<file path="config.mk">
export PLATFORM = sky130hd
export DESIGN_NAME = mem_copy_engine
export DESIGN_NICKNAME = d
export VERILOG_FILES = /design/src/rtl/mem_copy_pkg.sv /design/src/rtl/mem_copy_engine.sv
export SDC_FILE = /design/constraint.sdc
export NUM_CORES = 1
export LEC_CHECK = 0
export ABC_AREA = 0
export CORE_UTILIZATION = 38
export CTS_CLUSTER_SIZE = 16
export DETAILED_ROUTE_END_ITERATION = 8
export GPL_ROUTABILITY_DRIVEN = 0
export GPL_TIMING_DRIVEN = 0
export PLACE_DENSITY_LB_ADDON = 0.12
export SKIP_CTS_REPAIR_TIMING = 1
export SLEW_MARGIN = 5
export SYNTH_ARGS = -nofsm -noshare
export SYNTH_HDL_FRONTEND = slang
export SYNTH_SLANG_ARGS = --single-unit
</file>
<file path="constraint.sdc">
create_clock -name clk_i -period 5.3 [get_ports clk_i]
set_input_delay 0.795 -clock clk_i [delete_from_list [all_inputs] [get_ports clk_i]]
set_output_delay 0.795 -clock clk_i [all_outputs]
set_load 0.1 [all_outputs]
</file>
<file path="src/rtl/mem_copy_pkg.sv">
// +--------------------------------------------------------------------------+
// | mem_copy_pkg: shared FSM state type and address-width helper for the      |
// | memory copy engine.                                                       |
// | Revision: 1.0                                                             |
// +--------------------------------------------------------------------------+
`default_nettype none

package mem_copy_pkg;

    typedef enum logic [1:0] {
        IDLE  = 2'd0,
        COPY  = 2'd1,
        DRAIN = 2'd2,
        DONE  = 2'd3
    } state_e;

    function automatic int addr_width(input int depth);
        return (depth > 1) ? $clog2(depth) : 1;
    endfunction

endpackage

`default_nettype wire

</file>
<file path="src/rtl/mem_copy_engine.sv">
// +--------------------------------------------------------------------------+
// | mem_copy_engine: copies a block of words through a combinational-read     |
// | memory, one read and one write per cycle. MEM_COPY_FILL_EN adds a fill    |
// | mode that writes a latched pattern instead of copying.                    |
// | Revision: 1.0                                                             |
// +--------------------------------------------------------------------------+
`default_nettype none

module mem_copy_engine
    import mem_copy_pkg::*;
#(
    parameter  int NUMWORDS  = 4096,
    parameter  int DATAWIDTH = 32,
    localparam int AW        = addr_width(NUMWORDS)
) (
    input  logic                 clk_i,
    input  logic                 rst_i,
    input  logic                 start_i,
    input  logic [AW-1:0]        src_i,
    input  logic [AW-1:0]        dst_i,
    input  logic [AW:0]          len_i,
`ifdef MEM_COPY_FILL_EN
    input  logic                 fill_i,
    input  logic [DATAWIDTH-1:0] pattern_i,
`endif
    output logic                 busy_o,
    output logic                 done_o,
    output logic                 mem_re_o,
    output logic [AW-1:0]        mem_raddr_o,
    input  logic [DATAWIDTH-1:0] mem_rdata_i,
    output logic                 mem_we_o,
    output logic [AW-1:0]        mem_waddr_o,
    output logic [DATAWIDTH-1:0] mem_wdata_o
);

    localparam logic [AW:0] c_max_len = (AW+1)'(NUMWORDS);

    state_e                 r_state;
    logic [AW-1:0]          r_src;
    logic [AW-1:0]          r_dst;
    logic [AW:0]            r_len;
    logic [AW:0]            r_rcnt;
    logic [AW-1:0]          r_wcnt;
    logic                   r_busy;
    logic                   r_done;
    logic                   r_re;
    logic [AW-1:0]          r_raddr;
    logic                   r_we;
    logic [AW-1:0]          r_waddr;
    logic [DATAWIDTH-1:0]   r_wdata;

    logic [AW:0]            w_len_clamped;
    logic                   w_last_read;
    logic                   w_fill_req;
    logic                   w_fill;
    logic [DATAWIDTH-1:0]   w_wr_data;

`ifdef MEM_COPY_FILL_EN
    logic                   r_fill;
    logic [DATAWIDTH-1:0]   r_pattern;

    always_ff @(posedge clk_i or posedge rst_i) begin
        if (rst_i) begin
            r_fill    <= 1'b0;
            r_pattern <= '0;
        end else if (r_state == IDLE && start_i) begin
            r_fill    <= fill_i;
            r_pattern <= pattern_i;
        end
    end

    assign w_fill_req = fill_i;
    assign w_fill     = r_fill;
    assign w_wr_data  = r_fill ? r_pattern : mem_rdata_i;
`else
    assign w_fill_req = 1'b0;
    assign w_fill     = 1'b0;
    assign w_wr_data  = mem_rdata_i;
`endif

    assign w_len_clamped = (len_i > c_max_len) ? c_max_len : len_i;
    // r_rcnt holds the index of the next read, so equality means the last read is on the bus now
    assign w_last_read   = (r_rcnt == r_len);

    always_ff @(posedge clk_i or posedge rst_i) begin
        if (rst_i) begin
            r_state <= IDLE;
            r_src   <= '0;
            r_dst   <= '0;
            r_len   <= '0;
            r_rcnt  <= '0;
            r_wcnt  <= '0;
            r_busy  <= 1'b0;
            r_done  <= 1'b0;
            r_re    <= 1'b0;
            r_raddr <= '0;
            r_we    <= 1'b0;
            r_waddr <= '0;
            r_wdata <= '0;
        end else begin
            case (r_state)
                IDLE: begin
                    if (start_i) begin
                        r_src  <= src_i;
                        r_dst  <= dst_i;
                        r_len  <= w_len_clamped;
                        r_wcnt <= '0;
                        if (w_len_clamped == '0) begin
                            r_rcnt  <= '0;
                            r_done  <= 1'b1;
                            r_state <= DONE;
                        end else begin
                            r_rcnt  <= (AW+1)'(1);
                            r_busy  <= 1'b1;
                            r_re    <= ~w_fill_req;
                            r_raddr <= w_fill_req ? '0 : src_i;
                            r_state <= COPY;
                        end
                    end
                end
                COPY: begin
                    r_we    <= 1'b1;
                    r_waddr <= r_dst + r_wcnt;
                    r_wdata <= w_wr_data;
                    r_wcnt  <= r_wcnt + 1'b1;
                    if (w_last_read) begin
                        r_re    <= 1'b0;
                        r_raddr <= '0;
                        r_state <= DRAIN;
                    end else begin
                        r_re    <= ~w_fill;
                        r_raddr <= w_fill ? '0 : r_src + r_rcnt[AW-1:0];
                        r_rcnt  <= r_rcnt + 1'b1;
                    end
                end
                DRAIN: begin
                    r_we    <= 1'b0;
                    r_waddr <= '0;
                    r_wdata <= '0;
                    r_busy  <= 1'b0;
                    r_done  <= 1'b1;
                    r_state <= DONE;
                end
                DONE: begin
                    r_done  <= 1'b0;
                    r_state <= IDLE;
                end
                default: begin
                    r_state <= IDLE;
                end
            endcase
        end
    end

    assign busy_o      = r_busy;
    assign done_o      = r_done;
    assign mem_re_o    = r_re;
    assign mem_raddr_o = r_raddr;
    assign mem_we_o    = r_we;
    assign mem_waddr_o = r_waddr;
    assign mem_wdata_o = r_wdata;

endmodule

`default_nettype wire
</file>
After elaboration in Yosys (flattened, before gate mapping)
Cells that the tools add are included.
W data, S select, Z words.
- word-level logic and storage cells: 66
- input port bits: 72
- flip-flop bits (word level): 124
- output and inout port bits: 60
- add/sub/neg operators: 4
- reduce and logical (&&, ||, !) cells: 13
- muxes and demuxes: 26
- equality and inequality tests: 9
- $lt $le $gt $ge: 1
- operators with widths (kind ; number):
    $pmux W12 S2 ; 3
    $pmux W32 S2 ; 1
    $mux W12 ; 4
    $mux W13 ; 3
    $pmux W13 S2 ; 1
    $add A12 B12 Y12 ; 2
    $add A13 B1 Y13 const B ; 1
    $eq A13 B13 Y1 ; 1
    $gt A13 B13 Y1 const B ; 1
    $logic_not A13 Y1 ; 1
    $add A12 B1 Y12 const B ; 1
    $reduce_and A3 Y1 ; 4
    $ne A2 B2 Y1 const B ; 5
    $pmux W2 S4 ; 1
    $mux W1 ; 6
    $mux W2 ; 3
    $pmux W1 S2 ; 3
    $reduce_and A2 Y1 ; 3
    $reduce_bool A2 Y1 ; 3
    $eq A2 B2 Y1 const B ; 2
    $pmux W1 S3 ; 1
    $reduce_bool A3 Y1 ; 1
    $eq A2 B1 Y1 const B ; 1
    $logic_not A2 Y1 ; 1

Depth between registers and ports, before layout
Gate-level depths: netlist (run 1).
- word-level depth: 6
- depth in mapped cells: 9
- depth with buffers taken out: 9

Least setup slack after synthesis (run 1)
Ideal clock, no wire load.
- path type: in2reg
- from: input len_i[4]
- to: register r_raddr[3], in the netlist mem_raddr_o[3]
- arrival: 2.201 ns
- path buffers: 1
- setup slack: 2.972 ns
- setup time: 0.126 ns
- stages: 6
- cell sequence: or4_4 nor4_4 a21oi_2 clkbuf_8 nor2_1 a31oi_1
- word-level cells in the longest chain between the ends: 5
- RTL lines (what ; line ; source):
    start, declared ; mem_copy_engine.sv:21 ; input logic [AW:0] len_i,
    $gt A13 B13 Y1 ; mem_copy_engine.sv:81 ; assign w_len_clamped = (len_i > c_max_len) ? c_max_len : len_i;
    $mux W13 * ; mem_copy_engine.sv:81 ;
    $logic_not A13 Y1 * ; mem_copy_engine.sv:108 ; if (w_len_clamped == '0) begin
    $ne A2 B2 Y1 (no line) * ; -- ;
    $reduce_and A3 Y1 (no line) * ; -- ;
    end signal, assigned ; mem_copy_engine.sv:116 ; r_raddr <= w_fill_req ? '0 : src_i;
    end signal, assigned ; mem_copy_engine.sv:132 ; r_raddr <= w_fill ? '0 : r_src + r_rcnt[AW-1:0];
    end, declared ; mem_copy_engine.sv:47 ; logic [AW-1:0] r_raddr;
Every way passes the cells marked *; elsewhere a longest branch is shown, timed or not.
A chain may end at the register's enable or synchronous reset.

Final worst setup path (run 1)
- from: register r_busy, in the netlist busy_o
- to: output busy_o
- RTL lines (what ; line ; source):
    start, declared ; mem_copy_engine.sv:44 ; logic r_busy;
    start signal, assigned ; mem_copy_engine.sv:93 ; r_busy <= 1'b0;
    start signal, assigned ; mem_copy_engine.sv:114 ; r_busy <= 1'b1;
    start signal, assigned ; mem_copy_engine.sv:140 ; r_busy <= 1'b0;
    end, declared ; mem_copy_engine.sv:26 ; output logic busy_o,
No word-level cell between the ends.

==> results.json, run 1 <==
{
  "track_usage": 0.1985,
  "layout_commonest_cell": "clkdlybuf4s50_1",
  "ios": 132,
  "grt_pass1_vias": 5031,
  "synth_edf_count": 0,
  "clkSinkCount": 124,
  "crit_arrival_ps": 1940,
  "drv_slew": 0,
  "worstSetupEndpointType": "output port",
  "ys_ff_latch": 124,
  "cts-htree-levels": 4,
  "grt_pass1_wl_um": 25690,
  "synth_area_leaders": "dfrtp_1, a22o_1, ha_1",
  "die_y_um": 130.1,
  "setup_viol": 0,
  "die-width_um": 130.1,
  "clkTransAtPathRegs_ps": 60,
  "hold_violations": 0,
  "post-route-min-period_ps": 2739,
  "drc_errors": 0,
  "status": "finished clean",
  "dr_total_vias": 4883,
  "cp-start-kind": "flop",
  "syn-num-nets": 669,
  "initial_utilization": 0.3911,
  "crit_type": "reg2out",
  "slew_headroom": 0.3271,
  "dp_hpwl_um": 11750,
  "synth.avg_cell_area_um2": 11.00,
  "cts-root-buf": "clkbuf_16",
  "hold_class": "reg2reg",
  "drt-pass1-iter-count": 4,
  "wl_per_cell_um": 16.68,
  "max_stage_delay_ps": 1150,
  "async_flop_share": 1.000,
  "clock_skew_ps": 5.165,
  "layout-drive-gt1-share": 0.1014,
  "clock.fmax_ghz": 0.3650,
  "num_rows": 46,
  "grt_max_degree": 74,
  "wl_um": 15780,
  "n_fill_cell": 1440,
  "slowest_stage": "clkdlybuf4s50_1",
  "core-area_um2": 15940,
  "path_cells": "clkdlybuf4s50_1",
  "layout.nets": 820,
  "fin_area_um2": 8482,
  "crit_path_max_fanout": 3,
  "insertion_delay_ps": 410,
  "diodes": 0,
  "yosysWarnings": 0,
  "numCtsBuffers": 17,
  "grt_overflow": 0,
  "setup_ws_ps": 2561,
  "dpl-instance-area_um2": 7850,
  "ant_nets": 0,
  "final_cell_mix": "clkdlybuf4s50_1, dfrtp_1, a22o_1, nor2_1, a21oi_1",
  "clk_path_buf_depth": 2,
  "synth_top_area_share": 0.4976,
  "rsz0062_at_grt": "false",
  "first_iter_violations": 275,
  "synth.distinct_cells": 56,
  "post-place-ws_ps": 2189,
  "viasPerCell": 5.162,
  "tritoncts": "done",
  "tns_ps": 0,
  "max-cap-violations": 0,
  "syn_area_um2": 6236,
  "antenna_found_initial": 0,
  "crit_family": "buffers and inverters",
  "path_buf_inv": 1,
  "synth_flop_cell": "dfrtp_1",
  "synth_top_cell_by_area": "dfrtp_1",
  "ys_seq_area_frac": 0.4976,
  "areaGrowthSynthToFinish_pct": 36.02,
  "worst_slew_pin_slew_ps": 1006,
  "dieArea_um2": 16930,
  "required_ps": 4510,
  "syn_inst": 567,
  "fin_crit_sh": 0.5169,
  "io_buffers": 131
}
[path summary, 6_finish.rpt]
check / cells after the start / endpoint / slack [ps] / startpoint
worst min-delay path: 1 / mem_we_o$_DFFE_PP0P_ / 480 / mem_we_o$_DFFE_PP0P_
worst min register to register: 1 / mem_we_o$_DFFE_PP0P_ / 480 / mem_we_o$_DFFE_PP0P_
worst max register to register: 7 / r_rcnt[11]$_DFFE_PP0P_ / 2970 / r_rcnt[3]$_DFFE_PP0P_
min in group asynchronous: 2 / mem_wdata_o[28]$_DFFE_PP0P_ / 790 / rst_i
worst max-delay path: 1 / busy_o / 2560 / busy_o$_DFFE_PP0P_
max in group asynchronous: 3 / r_wcnt[11]$_DFFE_PP0P_ / 3780 / rst_i
[through the flow]
step	utilization	cells	hold slack (ps)
floorplan	-	567	486.2
global placement	0.4903	914	461.3
detailed placement	0.4924	915	470.1
CTS	0.5320	946	483.5
global route	0.5320	946	496.0
finish	0.5320	946	480.7
[flip-flops by register name, summed over array words and instances (netlist names)]
name,flops
busy_o,1
done_o,1
mem_raddr_o,12
mem_re_o,1
mem_waddr_o,12
mem_wdata_o,32
mem_we_o,1
r_dst,12
r_len,13
r_rcnt,13
r_src,12
r_state,2
r_wcnt,12
[synthesized netlist by cell type (3+ instances only)]
library cell  number
a31oi_1            5
nand2_1           36
a22oi_1            3
o21ai_0           19
inv_1             18
nor2b_1            5
clkbuf_1          17
o31ai_1            3
or3_1              4
a22o_1            48
dfrtp_1          124
a21o_1            12
nand2b_1           5
nor3_1             4
a2111oi_0          5
nor2_1            43
o21a_1             4
a211oi_1           5
xor2_1            14
a21oi_1           38
xnor2_1           32
nand3_1           11
mux2_2            26
o211ai_1           4
nand4_1           11
ha_1              28
[cell type report]
class,instances,area [µm²],share of cell area
Sequential cell,124,3103,0.3658
Multi-Input combinational cell,400,2944,0.3471
Timing Repair Buffer,132,1339,0.1578
Clock buffer,18,439.2,0.05178
Tap cell,216,270.3,0.03186
Clock inverter,13,192.7,0.02272
Buffer,24,117.6,0.01387
Inverter,19,76.32,0.008998
[per-layer routing]
| layer | vias to the layer above | track usage | wire, µm |
|---|---|---|---|
| met2 | 128 | 0.3404 | 7735 |
| met5 | - | 0 | 0 |
| li1 | 2384 | - | - |
| met3 | 13 | 0.04346 | 810 |
| met1 | 2358 | 0.2477 | 7056 |
| met4 | 0 | 0.06498 | 175 |
[cells by family after synthesis]
kind of cell               Yosys count  share of synthesized area
AOI/OAI and AO/OA                  164                     0.1892
xor gates and xnor gates            46                    0.06461
adders and majority gates           30                    0.06260
buffers and inverters               43                    0.03030
DFF                                124                     0.4976
muxes                               27                    0.04856
and+or+nand+nor                    133                     0.1071
Power of run 1 is not shown: default switching activity piles up to over one toggle a cycle in this logic, so the estimate is an artifact.
==> run 2, diff against run 1 <==
Clock period 5.3 ns to 2.4 ns, I/O delays scaled along.
==> results.json, run 2 (synthesis results as in run 1) <==
{
  "clkTransAtPathRegs_ps": 60,
  "grt_pass1_vias": 4930,
  "critical_path_depth": 1,
  "timing.rr.end": "mem_raddr_o[10]$_DFFE_PP0P_",
  "crit_type": "reg2out",
  "highest_layer": "met4",
  "reg2regPathDepth": 9,
  "die_y_um": 130.1,
  "worst_slew_pin_slew_ps": 1005,
  "dp_hpwl_um": 11790,
  "io_buffers": 131,
  "slew_headroom": 0.3279,
  "slowest_stage": "clkdlybuf4s50_1",
  "cp-startpoint": "busy_o$_DFFE_PP0P_",
  "max-cap-violations": 0,
  "wl_met2_um": 7591,
  "cp-start-kind": "flop",
  "final_cell_mix": "clkdlybuf4s50_1, dfrtp_1, a22o_1, nor2_1, a21oi_1",
  "clock_skew_ps": 8.445,
  "worstSetupEndpointType": "output port",
  "post-place-ws_ps": -273.6,
  "ant_nets": 0,
  "required_ps": 2040,
  "dpl-instance-area_um2": 7889,
  "crit_end": "busy_o",
  "rsz0062_at_grt": "false",
  "dr_wl_met3_um": 760,
  "viasPerCell": 5.230,
  "layout_commonest_cell": "clkdlybuf4s50_1",
  "cts-htree-levels": 4,
  "areaGrowthSynthToFinish_pct": 37.00,
  "die-width_um": 130.1,
  "clk_path_buf_depth": 2,
  "path_cells": "clkdlybuf4s50_1",
  "dieArea_um2": 16930,
  "insertion_delay_ps": 420,
  "drt-pass1-iter-count": 4,
  "drc_errors": 0,
  "tritoncts": "done",
  "drv_slew": 0,
  "setup_ws_ps": 84.95,
  "wl_um": 15530,
  "ios": 132,
  "clock.fmax_ghz": 0.4320,
  "tns_ps": 0,
  "grt_max_degree": 41,
  "crit_path_max_fanout": 3,
  "numCtsBuffers": 17,
  "n_fill_cell": 1419,
  "crit_family": "buffers and inverters",
  "grt_pass1_wl_um": 24740,
  "path_buf_inv": 1,
  "setup_viol": 0,
  "layout.nets": 826,
  "wl_per_cell_um": 16.32,
  "antenna_found_initial": 0,
  "clkSinkCount": 124,
  "core-area_um2": 15940,
  "dr_total_vias": 4979,
  "initial_utilization": 0.3911,
  "fin_area_um2": 8543,
  "status": "finished clean",
  "post-route-min-period_ps": 2315,
  "fin_crit_sh": 0.9646,
  "track_usage": 0.1930,
  "crit_arrival_ps": 1960,
  "wl_met1_um": 6880,
  "grt_overflow": 0,
  "cts-root-buf": "clkbuf_16",
  "rr_startpoint": "r_rcnt[0]$_DFFE_PP0P_",
  "largest_reg_flops": 32,
  "hold_violations": 0,
  "max_stage_delay_ps": 1170,
  "num_rows": 46,
  "diodes": 0,
  "first_iter_violations": 249,
  "layout-drive-gt1-share": 0.1114,
  "hold_class": "in2async",
  "ff2ff_setup_slack_ps": 150
}
==> run 2: cell count changes in the layout (fill, tap and decap cells not counted), sizes merged <==
cell      change
inv           -1
clkinvlp      -4
clkinv        +6
clkbuf        -1
buf           +6
==> run 2: through the flow <==
step / hold WS [ps] / std cells / utilization
floorplan: 486.2 / 567 / -
global placement: 463.0 / 914 / 0.4906
detailed placement: 465.6 / 917 / 0.4948
CTS: 396.5 / 948 / 0.5338
global route: 445.0 / 952 / 0.5359
finish: 394.4 / 952 / 0.5359
==> run 2: worst min path at each step <==
stage,start,endpoint,slack [ps],cells past startpoint
2_1_floorplan,r_dst[0]$_DFFE_PP0P_,r_dst[0]$_DFFE_PP0P_,490,1
6_report,rst_i,mem_wdata_o[28]$_DFFE_PP0P_,390,2
3_3_place_gp,mem_waddr_o[4]$_DFFE_PP0P_,mem_waddr_o[4]$_DFFE_PP0P_,460,1
4_1_cts,rst_i,mem_wdata_o[23]$_DFFE_PP0P_,400,2
5_1_grt,rst_i,mem_wdata_o[23]$_DFFE_PP0P_,450,2
3_5_place_dp,mem_waddr_o[3]$_DFFE_PP0P_,mem_waddr_o[3]$_DFFE_PP0P_,470,2
==> run 2: metal layers <==
layer  up-vias  global-route usage
met5         -                   0
li1       2394                   -
met3        22             0.04592
met4         0             0.07592
met2       129              0.3310
met1      2434              0.2337
==> run 2: final cells by class <==
type	instances	area [µm²]	area share
sequential	124	3104	0.3634
buffer	24	118.9	0.01391
multi-input combinational	400	2944	0.3446
inverter	19	75.07	0.008787
clock buffer	17	425.4	0.04979
clock inverter	14	196.4	0.02299
timing repair buffer	138	1409	0.1649
tap	216	270.3	0.03163
Power of run 2 is left out for the same reason.
==> run 3, diff against run 2 <==
Settings changed: ABC_CLOCK_PERIOD_IN_PS from default to 2400.
==> results of run 3 <==
Same layout as run 2: the final DEF is identical, and so are final timing and power.
Power of run 3 is left out for the same reason.
